`src/rtl/binary_pkg.sv`:
```
// Shared types and default widths for the binary counter sequencer.
package binary_pkg;

    localparam int CNT_W_DEF  = 4;
    localparam int LEN_W_DEF  = 8;
    localparam int NUM_W_DEF  = 4;
    localparam int WRAP_W_DEF = 8;

    localparam logic [CNT_W_DEF-1:0] CNT_MAX = '1;

    typedef enum logic [1:0] {
        ST_IDLE = 2'd0,
        ST_RUN  = 2'd1,
        ST_GAP  = 2'd2,
        ST_DONE = 2'd3
    } state_t;

endpackage

```
`src/rtl/binary_len_cnt.sv`:
```
// Loadable down-counter shared by the trig-high and trig-low phases.
module binary_len_cnt #(
    parameter int LEN_W = 8
) (
    input  logic             clk,
    input  logic             n_rst,
    input  logic             i_load,
    input  logic             i_en,
    input  logic [LEN_W-1:0] i_load_val,
    output logic             o_zero
);

    logic [LEN_W-1:0] r_cnt;

    always_ff @(posedge clk or negedge n_rst) begin
        if (!n_rst) begin
            r_cnt <= '0;
        end else if (i_load) begin
            r_cnt <= i_load_val;
        end else if (i_en && (r_cnt != '0)) begin
            r_cnt <= r_cnt - 1'b1;
        end
    end

    assign o_zero = (r_cnt == '0);

endmodule

```
`src/rtl/binary_seq_ctrl.sv`:
```
// Burst sequencer for the 4-bit binary counter trig input, with wrap
// counting on the counter feedback and a busy/done handshake.
module binary_seq_ctrl
    import binary_pkg::*;
#(
    parameter int CNT_W  = CNT_W_DEF,
    parameter int LEN_W  = LEN_W_DEF,
    parameter int NUM_W  = NUM_W_DEF,
    parameter int WRAP_W = WRAP_W_DEF
) (
    input  logic              clk,
    input  logic              n_rst,
    input  logic              start,
    input  logic [LEN_W-1:0]  run_len,
    input  logic [LEN_W-1:0]  gap_len,
    input  logic [NUM_W-1:0]  burst_num,
    input  logic              abort,
    input  logic [CNT_W-1:0]  cnt_in,
    output logic              trig,
    output logic              busy,
    output logic              done,
    output logic [NUM_W-1:0]  burst_idx,
    output logic [WRAP_W-1:0] wraps
);

    localparam logic [CNT_W-1:0] L_CNT_MAX = {CNT_W{1'b1}};

    state_t             r_state;
    logic               r_trig;
    logic               r_busy;
    logic               r_done;
    logic [NUM_W-1:0]   r_burst_idx;
    logic [WRAP_W-1:0]  r_wraps;
    logic [CNT_W-1:0]   r_prev_cnt;
    logic [LEN_W-1:0]   r_run_len;
    logic [LEN_W-1:0]   r_gap_len;
    logic [NUM_W-1:0]   r_burst_num;

    logic               w_accept;
    logic               w_empty;
    logic               w_last;
    logic               w_wrap;
    logic               w_load;
    logic               w_en;
    logic               w_zero;
    logic [LEN_W-1:0]   w_load_val;
    logic [NUM_W-1:0]   w_idx_nxt;

    assign w_accept  = start && !abort;
    assign w_empty   = (run_len == '0) || (burst_num == '0);
    assign w_idx_nxt = r_burst_idx + 1'b1;
    assign w_last    = (w_idx_nxt == r_burst_num);
    assign w_wrap    = r_busy && (r_prev_cnt == L_CNT_MAX) && (cnt_in == '0);

    // The length counter holds (remaining cycles - 1) of the current phase.
    always_comb begin
        w_load     = 1'b0;
        w_en       = 1'b0;
        w_load_val = '0;
        case (r_state)
            ST_IDLE: begin
                if (w_accept && !w_empty) begin
                    w_load     = 1'b1;
                    w_load_val = run_len - 1'b1;
                end
            end
            ST_RUN: begin
                if (!abort) begin
                    if (w_zero && !w_last) begin
                        w_load     = 1'b1;
                        w_load_val = (r_gap_len == '0) ? (r_run_len - 1'b1)
                                                       : (r_gap_len - 1'b1);
                    end else begin
                        w_en = 1'b1;
                    end
                end
            end
            ST_GAP: begin
                if (!abort) begin
                    if (w_zero) begin
                        w_load     = 1'b1;
                        w_load_val = r_run_len - 1'b1;
                    end else begin
                        w_en = 1'b1;
                    end
                end
            end
            default: ;
        endcase
    end

    binary_len_cnt #(.LEN_W(LEN_W)) u_len_cnt (
        .clk        (clk),
        .n_rst      (n_rst),
        .i_load     (w_load),
        .i_en       (w_en),
        .i_load_val (w_load_val),
        .o_zero     (w_zero)
    );

    always_ff @(posedge clk or negedge n_rst) begin
        if (!n_rst) begin
            r_state     <= ST_IDLE;
            r_trig      <= 1'b0;
            r_busy      <= 1'b0;
            r_done      <= 1'b0;
            r_burst_idx <= '0;
            r_wraps     <= '0;
            r_prev_cnt  <= '0;
            r_run_len   <= '0;
            r_gap_len   <= '0;
            r_burst_num <= '0;
        end else begin
            r_prev_cnt <= cnt_in;
            r_done     <= 1'b0;
            if (w_wrap && (r_wraps != '1)) begin
                r_wraps <= r_wraps + 1'b1;
            end
            case (r_state)
                ST_IDLE: begin
                    if (w_accept) begin
                        r_run_len   <= run_len;
                        r_gap_len   <= gap_len;
                        r_burst_num <= burst_num;
                        r_burst_idx <= '0;
                        r_wraps     <= '0;
                        r_busy      <= 1'b1;
                        if (w_empty) begin
                            r_state <= ST_DONE;
                            r_done  <= 1'b1;
                        end else begin
                            r_state <= ST_RUN;
                            r_trig  <= 1'b1;
                        end
                    end
                end
                ST_RUN: begin
                    if (abort) begin
                        r_state <= ST_IDLE;
                        r_trig  <= 1'b0;
                        r_busy  <= 1'b0;
                    end else if (w_zero) begin
                        r_burst_idx <= w_idx_nxt;
                        if (w_last) begin
                            r_state <= ST_DONE;
                            r_trig  <= 1'b0;
                            r_done  <= 1'b1;
                        end else if (r_gap_len != '0) begin
                            r_state <= ST_GAP;
                            r_trig  <= 1'b0;
                        end
                    end
                end
                ST_GAP: begin
                    if (abort) begin
                        r_state <= ST_IDLE;
                        r_busy  <= 1'b0;
                    end else if (w_zero) begin
                        r_state <= ST_RUN;
                        r_trig  <= 1'b1;
                    end
                end
                default: begin
                    r_state <= ST_IDLE;
                    r_trig  <= 1'b0;
                    r_busy  <= 1'b0;
                end
            endcase
        end
    end

    assign trig      = r_trig;
    assign busy      = r_busy;
    assign done      = r_done;
    assign burst_idx = r_burst_idx;
    assign wraps     = r_wraps;

endmodule

```
`config.mk`:
```
export PLATFORM = sky130hd
export DESIGN_NAME = binary_seq_ctrl
export DESIGN_NICKNAME = d
export VERILOG_FILES = /design/src/rtl/binary_pkg.sv /design/src/rtl/binary_len_cnt.sv /design/src/rtl/binary_seq_ctrl.sv
export SDC_FILE = /design/constraint.sdc
export NUM_CORES = 1
export LEC_CHECK = 0
export BUFFER_PORTS_ARGS = -buffer_cell sky130_fd_sc_hd__buf_2
export CAP_MARGIN = 10
export CORE_MARGIN = 1
export CORE_UTILIZATION = 40
export DETAILED_ROUTE_END_ITERATION = 10
export PLACE_DENSITY = 0.66
export SETUP_SLACK_MARGIN = 0.3
export SLEW_MARGIN = 20
export SYNTH_ARGS = -nofsm -noshare
export SYNTH_HDL_FRONTEND = slang
export SYNTH_SLANG_ARGS = --single-unit
export TNS_END_PERCENT = 50
```
`constraint.sdc`:
```
create_clock -name clk -period 4.3 [get_ports clk]
set_input_delay 0 -clock clk [delete_from_list [all_inputs] [get_ports clk]]
set_output_delay 0 -clock clk [all_outputs]
set_load 0.005 [all_outputs]
```
# Word-level counts from Yosys, hierarchy flattened
# Index checks and enable logic that the tools add are counted.
# classes
mux	54
reduce_logical	27
n_addsub	6
n_eq_ne	15
# ops
cell	n
$mux W8	11
$sub A8 B1 Y8 const B	4
$logic_not A8 Y1	3
$mux W1	24
$pmux W8 S3	1
$mux W2	8
$reduce_bool A8 Y1	2
$mux W4	3
$ne A2 B2 Y1 const B	6
$add A8 B1 Y8 const B	1
$logic_not A4 Y1	2
$ne A8 B8 Y1 const B	1
$pmux W4 S2	1
$reduce_and A4 Y1	2
$logic_and A1 B1 Y1	7
$ne A3 B3 Y1 const B	2
$pmux W1 S2	3
$pmux W1 S3	2
$pmux W2 S3	1
$reduce_and A6 Y1	1
$add A4 B1 Y4 const B	1
$eq A4 B4 Y1	1
$eq A4 B4 Y1 const B	1
$ne A4 B4 Y1 const B	1
other kinds (9)	13
# word_totals
ff_bits	49
inputBits	28

# Depth between registers and ports, before layout
# Gate-level depths: netlist (run 1).
# logic_depth
depth_word	10
mapped_depth	10
ltp_nobuf	8

# By module
# From an unflattened synthesis (run 1), not the netlist that was laid out.
# hier_totals
hier_cells	374
hier_area_um2	3145.5
# modules_own_cells
mod	area_each_um2	cells_per_inst	instances
binary_seq_ctrl	2617.5	316	1
binary_len_cnt	528.0	58	1

# Worst setup path after synthesis (run 1)
# No wires, ideal clock.
# synth_timing
path_kind	register -> register
from	register r_state[0]
to	register u_len_cnt.r_cnt[0]
arrival_ps	2178
n_path_buf	1
required_time_ps	4177
stages_incl_launch_ff	10
setup_ps	123
slack_ps	1999
period_less_slack_ps	2301
path_cell_list	dfrtp_1 inv_1 ha_1 clkbuf_1 nand3b_1 a211o_1 a21o_1 o31a_1 a311o_2 a2bb2oi_1
# synth_between
elab_chain_cells	4
word_cells_on_any_way	9
cone_classes	eq/ne (2); mux (4); reduce/logical (3)
# synth_rtl
item	line_no	text
start, declared	binary_seq_ctrl.sv:28	state_t r_state;
start signal, assigned	binary_seq_ctrl.sv:103	r_state <= ST_IDLE;
start signal, assigned	binary_seq_ctrl.sv:129	r_state <= ST_DONE;
start signal, assigned	binary_seq_ctrl.sv:132	r_state <= ST_RUN;
$eq A2 B2 Y1 / $eq A2 B1 Y1 (equally long branches)	binary_seq_ctrl.sv:60	case (r_state)
$pmux W1 S2	binary_seq_ctrl.sv:60	
$logic_and A1 B1 Y1	binary_len_cnt.sv:20	end else if (i_en && (r_cnt != '0)) begin
$reduce_bool A2 Y1 (no source line)	-	
end signal, assigned	binary_len_cnt.sv:19	r_cnt <= i_load_val;
end signal, assigned	binary_len_cnt.sv:21	r_cnt <= r_cnt - 1'b1;
end, declared	binary_len_cnt.sv:13	logic [LEN_W-1:0] r_cnt;
# Parallel ways exist; a longest one is shown, timed or not.
# A chain may end at the register's enable or synchronous reset.

# Final worst setup path (run 1)
# layout_timing
from	register r_state[1]
to	register u_len_cnt.r_cnt[0]
# Same word-level chain as after synthesis.

==> results of run 1 <==
placed cells by master (no fill, tap or decap), types with 12 or more instances in the layout:
master	count
nand2_1	62
dfrtp_1	49
buf_2	42
nor2_1	30
dlygate4sd3_1	24
xor2_1	17
o21ai_0	17
inv_1	14
xnor2_1	14
a21oi_1	12
ha_1	12
worst paths after layout:
kind                       cells after the start                  to  slack (ps)    startpoint
hold / removal                                 3        r_run_len[1]          40    run_len[1]
setup reg to reg                               9  u_len_cnt.r_cnt[0]        1560    r_state[1]
max in group asynchronous                      3        r_run_len[7]        3570         n_rst
hold reg to reg                                2        r_run_len[7]         500  r_run_len[7]
setup / recovery                               9  u_len_cnt.r_cnt[0]        1560    r_state[1]
min in group asynchronous                      3  u_len_cnt.r_cnt[7]         320         n_rst
metrics by stage:
| step | utilization [%] | setup slack, ps | std cells |
|---|---|---|---|
| after floorplan | - | 2000 | 340 |
| after global routing | 50.5 | 1370 | 504 |
| after detailed placement | 45.6 | 1590 | 472 |
| final | 50.5 | 1560 | 504 |
| after global placement | 45.6 | 1660 | 472 |
| after CTS | 50.5 | 1550 | 504 |
flip-flops by register name, summed over array words and instances, names as in the netlist:
signal           cells
r_gap_len            8
r_run_len            8
u_len_cnt.r_cnt      8
wraps                8
burst_idx            4
r_burst_num          4
r_prev_cnt           4
r_state              2
busy                 1
done                 1
trig                 1
metal layers:
layer	GRT usage (%)	vias up	wire length, microns
li1	-	1320	-
met1	26.4	1201	3240
met2	30.3	62	3060
met3	2.68	7	291
met4	6.35	0	95
met5	0	-	0
cell families (layout without fill, tap and decap cells):
family | count (synthesis) | count (layout) | share of synthesized area [%]
adders and majority gates | 12 | 12 | 4.95
DFF | 49 | 49 | 40.4
xor gates and xnor gates | 31 | 31 | 8.95
AOI/OAI and AO/OA | 62 | 62 | 13.8
and+or+nand+nor | 150 | 150 | 24.6
muxes | 10 | 10 | 3.42
buffers and inverters | 26 | 91 | 3.84
worst reg2reg max path, stage by stage, from the launching register on:
cell,delay (ps)
dfrtp_1,420
inv_1,100
ha_1,340
nand3b_1,120
buf_4,210
a211o_1,380
a21o_1,210
o31a_1,260
a311o_2,420
a2bb2oi_1,140
power breakdown:
part	internal, mW	leakage (nW)	switching [mW]	total, mW
Sequential	0.609	0.621	0.168	0.778
Combinational	0.364	1.02	0.438	0.803
Clock	0.174	0.0543	0.162	0.337
Total	1.15	1.70	0.769	1.92
layout make-up:
class / instances / area [sq um]
Tap cell: 99 / 124
Inverter: 14 / 52.6
Sequential cell: 49 / 1230
Clock inverter: 3 / 46.3
Fill cell: 726 / 3610
Clock buffer: 5 / 68.8
Multi-Input combinational cell: 265 / 1690
Timing Repair Buffer: 69 / 473
what timing repair did:
item	4_1_cts	5_1_grt
resized for setup	0	0
hold buffers	24	0
hold endpoints to repair	72	0
==> results.ini, run 1 <==
[synthesis]
synth-edff-count=0
postSynthCellCount=340
yosys.cell_types.count=53
synth_seq_cells=49
synth_top_area_share_pct=40.4
synth_common_cells=nand2_1, dfrtp_1, nor2_1
synth_area_leaders=dfrtp_1, nand2_1, ha_1
synth-async-reset-ratio_pct=100
syn-mean-instance-area_sq_um=8.92
yosysMostFrequentCell=nand2_1
synth_nets=380
ys.warnings.count=0
synth_ff_type=dfrtp_1
syn-cell-area_sq_um=3030
synth.largest_area_cell=dfrtp_1
seq_area_frac_synth_pct=40.4

[pwr]
peakVddDrop_mv=0.210
p_leak_nw=1.70
powerDensity_nw_per_um2=520
power_mw=1.92

[global_routing]
overflow=0
grt_pass1_vias=2461
grt_pass1_wl_microns=11600
antenna_found_initial=0
grt_max_degree=50
grt.total_usage_pct=18.9

[setup_path]
startpoint_type=flop
crit_path_end_kind=flop
path_delay_family=compound AO/OA/AOI/OAI gates
slowest_delay_ps=420
crit_required_ps=4460
cp.arrival_ps=2900
crit_type=flop to flop
critPathMaxFanout=21
slowest_stage=dfrtp_1
critical_path.cell_chain=inv_1 > ha_1 > nand3b_1 > buf_4 > a211o_1 > a21o_1 > o31a_1 > a311o_2 > a2bb2oi_1
path_buf_inv=2

[clock_network]
clk_pin_slew_ps=100
worstSkewPairLatency_ps=310
clock_path_buffers=2
cts.sinks=49
cts_buffers=5
htreeDepth=2
cts_tree=done
cts_root_buf=clkbuf_8
post_cts_buffers=0

[route]
drc_errors=0
vias=2590
wirelength_microns=6690
drt_iter0_markers=238
dr.pass1.iters=4
vias_per_cell=5.14
wl_per_cell_microns=13.3
ant_nets=0

[timing]
slew_headroom_pct=42.3
layout_min_cycle_time_ps=2740
max_freq_mhz=365
setup_viol=0
timing.hold.ws_ps=37.3
setup_tns_ps=0
rsz0062_at_grt=no
drv_slew=0
finClkSkew_ps=9.02
worst_pin_slew_ps=863
finalHoldViolations=0
fin_crit_sh_pct=63.7

[finish]
final_nets=444
drive_gt1_share_pct=16.3
fin_area_sq_um=3680
num_antenna_cells=0
area_delta_synth_final_pct=21.5

[floorplanning]
die_area_sq_um=7930
io_pins=43
die_y_microns=89.1
rows=31
initial_core_util_pct=41.6
core_area_sq_um=7290
die_x_microns=89.1

[placement]
placed_cell_area_sq_um=3330
gp_congestion=0.867
hpwl_microns=4890
io_buffers=42

[status]
status=completed

[job]
cap_violations=0

[worst_hold_path]
hold_class=input port to flop

Note: power is estimated with default switching activity, not from simulation.
==> run 2: changes to the inputs <==
- clock period: 4.3 -> 2.7 ns (I/O delays scaled with it)
==> run 2 against run 1 <==
  * Worst setup slack worse by 1200 ps
  * Global-route usage rose by 0.97 points
  * First-iteration DRC count shrank 37%
  * Clock power rose by 83%
  * Design area is 3.1% higher
  * Register-to-register slack got worse by 1200 ps
  * Critical path depth fell by 1
==> results.ini, run 2 (synthesis gave the netlist of run 1 again) <==
[status]
status=completed

[clock_network]
cts_tree=done
cts_buffers=5
cts.sinks=49
cts_root_buf=clkbuf_8
clk_pin_slew_ps=90
htreeDepth=2
clock_path_buffers=2
worstSkewPairLatency_ps=300

[global_routing]
grt_max_degree=50
antenna_found_initial=0
grt.total_usage_pct=19.8
overflow=0
grt_pass1_vias=2559
grt_pass1_wl_microns=12100

[placement]
io_buffers=42
hpwl_microns=4990
gp_congestion=0.893
preCtsSetupSlack_ps=256
placed_cell_area_sq_um=3360

[finish]
num_antenna_cells=0
finalCoreUtilization_pct=52.1
fin_area_sq_um=3800
final_common_cell=nand2_1
final_nets=449
area_delta_synth_final_pct=25.2
drive_gt1_share_pct=20.2
final_cell_mix=nand2_1, dfrtp_1, buf_2

[pwr]
comb_power_share_pct=41.9
p_seq_share_pct=39.1
p_clk_share_pct=19.0
peakVddDrop_mv=0.458
power_mw=3.24
p_int_mw=1.97
swShare_pct=39.2
switching_power_mw=1.27
powerDensity_nw_per_um2=854
p_leak_nw=1.75

[route]
dr.pass1.iters=4
drt_iter0_markers=151
vias=2650
wirelength_microns=7110
drc_errors=0
vias_per_cell=5.21
wl_per_cell_microns=14.0
ant_nets=0

[timing]
fin_crit_sh_pct=87.1
max_freq_mhz=425
layout_min_cycle_time_ps=2350
drv_slew=0
setup_viol=0
finalHoldViolations=0
slew_headroom_pct=54.8
rsz0062_at_grt=yes
finClkSkew_ps=4.79
setup_tns_ps=0
worst_pin_slew_ps=675
fin_ws_ps=349

[floorplanning]
die_x_microns=89.1
initial_core_util_pct=41.6
io_pins=43
core_area_sq_um=7290
die_y_microns=89.1
rows=31
die_area_sq_um=7930

[setup_path]
slowest_stage=or4_4
critical_path.cell_chain=inv_2 > ha_1 > nand2b_1 > or4_4 > or3_4 > o31a_1 > or2_0 > a22oi_1
path_delay_family=simple AND/OR/NAND/NOR gates
crit_required_ps=2920
startpoint_type=flop
path_buf_inv=1
crit_path_end_kind=flop
critPathMaxFanout=6
crit_type=flop to flop
cp.arrival_ps=2570
slowest_delay_ps=460

[job]
cap_violations=0

[worst_hold_path]
hold_class=input port to flop

## run 2: cell types whose count changed in the layout (fill, tap and decap cells not counted), sizes merged
| cell | before | now |
|---|---|---|
| buf | 45 | 50 |
| bufinv | 1 | 2 |
| clkinvlp | 1 | 0 |
| dlygate4sd3 | 24 | 23 |
| or3 | 3 | 4 |
## run 2: worst reg2reg max path: cells and delay by family (launching register included)
family	cells	cell delay (ps)
compound gates	2	440
simple gates	4	1170
flops	1	410
fa+ha+maj	1	180
buf+inv	1	90
## run 2: stage by stage
stage,hold slack (ps),std cells
floorplan,-296,340
global placement,124,476
detailed placement,125,476
CTS,21.7,507
global route,51.6,509
finish,29.9,509
## run 2: what timing repair did
action                                 CTS  global route
endpoints found under the hold margin   71             0
hold buffers                            23             0
setup endpoints to repair                3            10
pin swaps                                0             4
setup buffers                            0             1
gates resized for setup                  1            12
cloned                                   0             1
## run 2: final cells by class
class,count,area [sq um]
well taps,99,124
multi-input cells,266,1750
inverters,14,52.6
fillers,715,3500
clock inverters,3,65.1
flip-flops and latches,49,1230
repair buffers,73,503
clock buffers,5,68.8
## run 2: routing by layer
layer  track usage (%)  up-vias  routed length [microns]
li1                  -     1330                        -
met1              27.3     1265                     3440
met2              32.3       45                     3380
met3              3.32       10                      176
met4              5.92        0                      109
met5                 0        -                        0
## run 2: worst paths after layout
kind	endpoint	start	cells past startpoint	slack [ps]
worst max-delay path	u_len_cnt.r_cnt[1]	r_gap_len[0]	8	350
worst min-delay path	r_run_len[1]	run_len[1]	3	30
worst max register to register	u_len_cnt.r_cnt[1]	r_gap_len[0]	8	350
worst min register to register	r_burst_num[2]	r_burst_num[2]	2	500
max in group asynchronous	burst_idx[0]	n_rst	2	2010
min in group asynchronous	r_run_len[2]	n_rst	2	250
## run 2: power groups by stage
stage / registers [mW] / clock network (mW) / logic (mW)
2_1_floorplan: 1.17 / 0 / 1.01
3_3_place_gp: 1.24 / 0 / 1.23
3_5_place_dp: 1.25 / 0 / 1.26
4_1_cts: 1.24 / 0.633 / 1.30
5_1_grt: 1.31 / 0.665 / 1.52
6_report: 1.27 / 0.618 / 1.36
==> run 3: changes to the inputs <==
- ABC_AREA: default -> 1
==> run 3 against run 2 <==
  * First-iteration DRC count is 18% lower
  * Design area is 5.7% higher
  * Non-clock buffer count is 2 higher
  * Clock power is 22% lower
  * Die area is 8.7% higher
  * Area after synthesis is 8.9% higher
  * Flip-flop and latch count stayed put
==> results.ini, run 3 <==
[status]
status=completed

[clock_network]
clock_path_buffers=2
clk_pin_slew_ps=110
cts_tree=done
cts_buffers=5
htreeDepth=2
cts.sinks=49
cts_resized=0
worstSkewPairLatency_ps=310
cts_root_buf=clkbuf_8

[synthesis]
yosys.cell_types.count=35
synth_top_area_share_pct=37.1
synth_area_leaders=dfrtp_1, nand2_1, inv_1
seq_area_frac_synth_pct=37.1
syn-cell-area_sq_um=3300
ys.warnings.count=0
synth_common_cells=nand2_1, inv_1, dfrtp_1
syn-mean-instance-area_sq_um=7.03
synth-async-reset-ratio_pct=100
postSynthCellCount=470
synth_nets=510
synth-edff-count=0
synth.largest_area_cell=dfrtp_1
synth_ff_type=dfrtp_1
synth_seq_cells=49
yosysMostFrequentCell=nand2_1

[placement]
io_buffers=42
gp_congestion=0.879
preCtsSetupSlack_ps=442
hpwl_microns=5840

[timing]
max_freq_mhz=487
finClkSkew_ps=7.94
slew_headroom_pct=55.7
worst_pin_slew_ps=665
finalHoldViolations=0
layout_min_cycle_time_ps=2050
fin_crit_sh_pct=76.1
setup_tns_ps=0
drv_slew=0
setup_viol=0
rsz0062_at_grt=no
fin_ws_ps=646

[setup_path]
r2r_slack_ps=650
cp.arrival_ps=2260
reg2reg_depth=11
setup.worst_path.end=u_len_cnt.r_cnt[7]
startpoint_type=flop
crit_path_start=burst_idx[0]
critPathMaxFanout=17
r2r_end=u_len_cnt.r_cnt[7]
crit_type=flop to flop
crit_required_ps=2900
crit_path_end_kind=flop
r2r_start=burst_idx[0]

[finish]
fillers=799
num_antenna_cells=0
final_common_cell=nand2_1
drive_gt1_share_pct=16.8
final_cell_mix=nand2_1, inv_1, dfrtp_1
final_nets=586
area_delta_synth_final_pct=21.5
register_area_sq_um=1230
multi_input_area_sq_um=1790

[floorplanning]
die_area_sq_um=8620
rows=32
die_y_microns=92.9
core_area_sq_um=7850
die_x_microns=92.9
initial_core_util_pct=42.1
io_pins=43

[route]
wl_met1_microns=3760
wl_per_cell_microns=12.1
topRoutingLayerUsed=met4
vias_per_cell=4.87
wl_met3_microns=337
wirelength_microns=7870
drt_iter0_markers=124
dr.pass1.iters=4
wl_met2_microns=3640
vias=3163
ant_nets=0
drc_errors=0

[pwr]
switching_power_mw=1.59
swShare_pct=46.6
peakVddDrop_mv=0.346
p_leak_nw=2.07
p_clk_share_pct=14.1
powerDensity_nw_per_um2=850
comb_power_share_pct=51.9
p_int_mw=1.82
p_seq_share_pct=34.0

[global_routing]
overflow=0
antenna_found_initial=0
grt.total_usage_pct=20.1
grt_pass1_vias=3102
grt_pass1_wl_microns=13900
grt_max_degree=32

[worst_hold_path]
hold_class=input port to flop

[job]
cap_violations=0

-- run 3: per-stage QoR --
step                      hold slack (ps)  total power [mW]  utilization, %  instance area [sq um]  instances
after global placement               82.3              2.82            46.2                   3630        611
after CTS                             105              3.38            50.7                   3980        644
final                                 137              3.41            51.1                   4010        649
after detailed placement             80.1              2.86            46.2                   3630        611
after floorplan                      -296              2.45               -                   3300        470
after global routing                  145              3.77            51.1                   4010        649
-- run 3: layout make-up --
type | count | area share, %
flip-flops and latches | 49 | 30.6
clock inverters | 3 | 0.717
repair buffers | 75 | 13.0
well taps | 102 | 3.18
clock buffers | 5 | 1.71
multi-input cells | 349 | 44.7
inverters | 66 | 6.17
-- run 3: worst min path at each step --
stage / start / to / slack [ps] / cells past startpoint
after global placement: n_rst / wraps[5] / 80 / 1
after CTS: abort / done / 110 / 4
final: abort / done / 140 / 4
after global routing: abort / done / 150 / 4
after detailed placement: n_rst / wraps[5] / 80 / 1
after floorplan: n_rst / burst_idx[0] / -300 / 0
-- run 3: worst max-delay path, cell delays in order (launching register included) --
cell	delay [ps]
dfrtp_1	490
ha_1	360
nor2_1	110
o21ai_1	110
nor2_4	170
nand2_4	80
nand2_4	80
nand3_4	70
nand2_4	170
nand2_1	160
nand2_1	100
nand2_1	50
-- run 3: per-layer routing --
layer  vias to the layer above  global-route usage (%)
met2                        69                    33.9
met3                        13                    3.45
met1                      1441                    26.4
met5                         -                       0
li1                       1640                       -
met4                         0                    5.77
-- run 3: kinds of logic (layout without fill, tap and decap cells) --
group / count (synthesis) / after routing / share of synthesized area [%]
AO/OA/AOI/OAI: 66 / 66 / 10.8
XOR/XNOR: 15 / 15 / 3.98
adder cells (fa/ha/maj): 12 / 12 / 4.55
buffers and inverters: 72 / 149 / 8.56
flip-flops: 49 / 49 / 37.1
AND/OR/NAND/NOR: 256 / 256 / 34.9
-- run 3: power groups by stage --
stage	logic, mW	registers (mW)	clock network [mW]
floorplan	1.33	1.12	0
global placement	1.66	1.16	0
detailed placement	1.70	1.17	0
CTS	1.73	1.15	0.499
global route	2.05	1.19	0.529
finish	1.77	1.16	0.481
-- run 3: repair_timing --
action | in CTS | in global routing
hold buffers | 25 | 0
endpoints found under the setup margin | 0 | 5
hold endpoints to repair | 51 | 0
setup buffers | 0 | 5
